--- config.mk ---
export PLATFORM = sky130hd
export DESIGN_NAME = rotor_return
export DESIGN_NICKNAME = d
export VERILOG_FILES = /design/src/rtl/rotor_return.sv
export SDC_FILE = /design/constraint.sdc
export NUM_CORES = 1
export LEC_CHECK = 0
export ABC_AREA = 1
export BUFFER_PORTS_ARGS = -buffer_cell sky130_fd_sc_hd__buf_2
export CAP_MARGIN = 10
export CORE_MARGIN = 1
export CORE_UTILIZATION = 30
export CTS_BUF_LIST = sky130_fd_sc_hd__clkbuf_8
export DETAILED_ROUTE_END_ITERATION = 7
export MAX_ROUTING_LAYER = met4
export SLEW_MARGIN = 20
export SYNTH_ARGS = -nofsm -noshare
export SYNTH_HDL_FRONTEND = slang
export SYNTH_SLANG_ARGS = --single-unit
--- constraint.sdc ---
create_clock -name clock -period 2.68 [get_ports clock]
set_clock_uncertainty 0.15 [all_clocks]
set_input_delay 0.536 -clock clock [delete_from_list [all_inputs] [get_ports clock]]
set_output_delay 0.536 -clock clock [all_outputs]
set_load 0.03 [all_outputs]
--- src/rtl/rotor_return.sv ---
// Return-path stage of one Enigma rotor: inverse wiring offset by the rotor position,
// with its own position counter (step/load) and a turnover notch flag.
module rotor_return #(
  parameter int unsigned NOTCH     = 16,
  parameter int unsigned START_POS = 0
) (
  input  logic        clock,
  input  logic        reset,
  input  logic        step,
  input  logic        load,
  input  logic [4:0]  load_pos,
  input  logic        in_valid,
  input  logic [25:0] in,
  output logic        out_valid,
  output logic [25:0] out,
  output logic        out_err,
  output logic [4:0]  pos,
  output logic        notch
);

  localparam logic [4:0] Wiring [26] = '{
    5'd17, 5'd20, 5'd12, 5'd23, 5'd9,  5'd10, 5'd5,  5'd18, 5'd25, 5'd3,
    5'd11, 5'd4,  5'd19, 5'd7,  5'd21, 5'd6,  5'd13, 5'd15, 5'd24, 5'd1,
    5'd16, 5'd0,  5'd8,  5'd14, 5'd2,  5'd22
  };

  logic [25:0] x;
  logic [25:0] y;
  logic [25:0] result;
  logic [5:0]  shift_back;
  logic        one_hot;
  logic [4:0]  pos_d;

  // Rotations use a doubled vector so a plain right shift wraps mod 26.
  always_comb begin
    x = 26'({in, in} >> pos);
    y = '0;
    for (int i = 0; i < 26; i++) begin
      y[Wiring[i]] = x[i];
    end
    shift_back = 6'd26 - {1'b0, pos};
    result     = 26'({y, y} >> shift_back);
  end

  assign one_hot = (in != 26'd0) && ((in & (in - 26'd1)) == 26'd0);

  always_comb begin
    pos_d = pos;
    if (load) begin
      pos_d = (load_pos > 5'd25) ? 5'd0 : load_pos;
    end else if (step) begin
      pos_d = (pos == 5'd25) ? 5'd0 : pos + 5'd1;
    end
  end

  always_ff @(posedge clock) begin
    if (reset) begin
      pos <= 5'(START_POS);
    end else begin
      pos <= pos_d;
    end
  end

  always_ff @(posedge clock) begin
    if (reset) begin
      out_valid <= 1'b0;
      out       <= '0;
      out_err   <= 1'b0;
    end else if (in_valid) begin
      out_valid <= 1'b1;
      out_err   <= ~one_hot;
      out       <= one_hot ? result : 26'd0;
    end else begin
      out_valid <= 1'b0;
      out_err   <= 1'b0;
    end
  end

  assign notch = (pos == 5'(NOTCH));

endmodule
==> summary.md <==
| Metric | Value |
|---|---|
| Post-synth EDFFs | 0 |
| Synth-to-Final Area Change | 22.71% |
| Crit Path Category | register to register |
| Crit share post-route | 93.60% |
| Final core utilization | 37.76% |
| Yosys cell types | 39 |
| Drt initial violations | 681 |
| Port bufs | 69 |
| Setup bufs post-CTS | 0 |
| Sequential area share after synthesis | 12.41% |
| First-pass GRT wire length | 31,810 um |
| Req. time, crit path | 2.76 ns |
| Total power | 2.977 mW |
| CTS tree | yes |
| Nets | 1,156 |
| Depth of the CTS H-tree | 2 |
| Effective utilization at floorplan | 30.77% |
| Pwr/cell area | 455.8 mW/mm^2 |
| Post-Synthesis Cell Area | 0.005323 mm^2 |
| Share of layout cells above drive strength 1 | 17.89% |
| Max Root-Sink Buffers | 2 |
| Mapped Avg Cell Area | 5.103 um^2 |
| Synth top area share | 35.64% |
| Hold-fix buffers, CTS | 0 |
| Fmax | 398.6 MHz |
| Compound-gate portion of the synthesized area | 9.050% |
| Slew Viols, Final | 0 |
| TritonRoute pass-1 iters | 5 |
| Final TNS setup | 0 ns |
| Final Hold Vio Count | 0 |
| CP startpoint kind | register |
| Final ANT Viol Nets | 0 |
| Synth Warn # | 0 |
| Area leader, netlist | nand3_1 |
| HP Class | register to register |
| Placer Congestion | 0.9838 |
| Critical-path maximum fanout | 13 |
| Dpl hpwl | 15,560 um |
| Vias in the first global route | 6,506 |
| Post-synthesis net count | 1,082 |
| Post-synthesis xor/xnor area fraction | 0.6347% |
| Adder-Cell Fraction of Synth Area | 0.7052% |
| CTS buffer count | 5 |
| Clock Latency Late Sink | 0.30 ns |
| Clock transition at path regs | 0.08 ns |
| GR Overflow Total | 0 |
| Gr usage total | 22.20% |
| Num rows | 48 |
| Largest net degree at the start of global routing | 37 |
| DIE WIDTH | 135.2 um |
| Initial antenna violation count | 0 |
| Max-slew headroom | 58.23% |
| Mux contribution to synthesized area | 0% |
| CTS sink count | 33 |
| Main synth FF type | dfxtp_1 |
| Crit. End Element | register |
| Least-Margin Pin Slew | 0.6266 ns |
| IO Pins | 70 |
| Antenna cell count | 0 |
| Number of max-cap violations | 0 |
| Vias | 7,478 |
| Synth Area in Simple Gates | 69.35% |
| Synth async-reset ratio | 0% |
| Die area | 0.01828 mm^2 |
| Final WL | 19,970 um |
| DR WL/cell | 14.87 um |
| Yosys reg bits | 33 |
| Synth area leaders | nand3_1 36%, nand2_1 26%, dfxtp_1 12% |
| Main combinational cell family by area after synthesis | simple AND/OR/NAND/NOR gates |
| Status | finished clean |
| Min Tclk post-route | 2.509 ns |
| FILL cells | 1,990 |
| Crit path DAT | 2.59 ns |
| Core area | 0.01730 mm^2 |
| Max VDD drop | 0.3555 mV |
| LEAKAGE | 3.235 nW |
| DRC errors left | 0 |
| Endpoints failing setup | 0 |
| Mapped Cells | 1,043 |
| Via density | 5.568 |
| Root Driver | clkbuf_8 |
| Die Y | 135.2 um |
| Reg2reg setup slack | 0.17 ns |
==> layer usage <==
| metal | wire [um] | vias up | track usage (%) |
|---|---|---|---|
| li1 | - | 3714 | - |
| met1 | 8857 | 3360 | 29.30 |
| met2 | 8925 | 352 | 34.07 |
| met3 | 1512 | 52 | 1.908 |
| met4 | 674 | 0 | 10.55 |
| met5 | 0 | - | - |
==> power by group <==
part,switching [mW],internal [mW],leakage (nW)
sequential,0.00695,0.497,0.268
clock,0.209,0.278,0.0543
combinational,1.33,0.656,2.91
total,1.55,1.43,3.24
==> cell type report <==
| class | instances | area (um^2) | area share [%] |
|---|---|---|---|
| repair buffers | 130 | 933.4 | 14.29 |
| multi-input cells | 908 | 4384 | 67.13 |
| well taps | 225 | 281.5 | 4.310 |
| flip-flops and latches | 33 | 664.4 | 10.17 |
| clock buffers | 5 | 68.82 | 1.054 |
| clock inverters | 3 | 46.29 | 0.7088 |
| inverters | 39 | 152.6 | 2.337 |
==> cells in the mapped netlist, drive strengths merged, types with 2 or more instances <==
cell type,n
a21oi,38
a221oi,3
a22oi,4
buf,29
clkbuf,35
dfxtp,33
ha,3
inv,38
nand2,377
nand3,379
nand4,14
nor2,42
nor3,2
o211ai,4
o21ai,29
o31ai,2
xor2,3
==> flip-flops by register name, summed over array words and instances, names as in the netlist <==
register	flops
out	26
out_err	1
out_valid	1
pos	5
==> placed cells by master (no fill, tap or decap), types with 4 or more instances in the layout <==
cell type / count
dfxtp_1: 32
nand2_1: 365
o211ai_1: 4
o21ai_0: 22
nor2_2: 13
nand2_2: 11
clkbuf_8: 5
buf_4: 51
nand3_1: 365
nor2_1: 25
a22oi_1: 4
buf_12: 9
buf_2: 69
nand3_2: 14
nand4_1: 13
o21ai_1: 4
a21oi_1: 35
inv_1: 33
==> worst max-delay path, cell delays in order (launching register included) <==
cell and delay [ns]:
dfxtp_4 0.38, inv_4 0.06, buf_12 0.14, nand2_1 0.10, nand3_2 0.12, nand2_1 0.12, nand2_1 0.07, nand3_1 0.09
nand3_1 0.07, nand2_1 0.11, nand2_2 0.09, nand2_2 0.10, nand2_1 0.05, nand2_1 0.10, nand2_1 0.08, nand3_1 0.07
nand2_1 0.11, o21ai_0 0.17, nand2_1 0.08, a21oi_1 0.14
==> through the flow <==
step / cells / hold slack, ns / cell area [um^2] / setup slack [ns]
2_1_floorplan: 1043 / 0.4415 / 5328 / 0.03444
5_1_grt: 1343 / 0.3324 / 6531 / -0.04371
6_report: 1343 / 0.3170 / 6531 / 0.1715
4_1_cts: 1341 / 0.3194 / 6356 / 0.1079
3_3_place_gp: 1333 / 0.3019 / 6241 / -0.1593
3_5_place_dp: 1333 / 0.3065 / 6241 / -0.2138
==> final timing paths <==
check	from	endpoint	depth (start not counted)
max	pos[0]	out[9]	19
min	out[3]	out[3]	2
max reg2reg	pos[0]	out[9]	19
min reg2reg	out[3]	out[3]	2
==> repair_timing <==
action / in CTS / in global routing
gates resized for setup: 0 / 38
setup endpoints to repair: 0 / 26
endpoints found under the hold margin: 0 / 0
==> kinds of logic after synthesis <==
group | count (synthesis)
AO/OA/AOI/OAI | 84
AND/OR/NAND/NOR | 817
adder cells (fa/ha/maj) | 3
buffers and inverters | 103
flip-flops | 33
XOR/XNOR | 3
(Power assumes the default switching activity.)
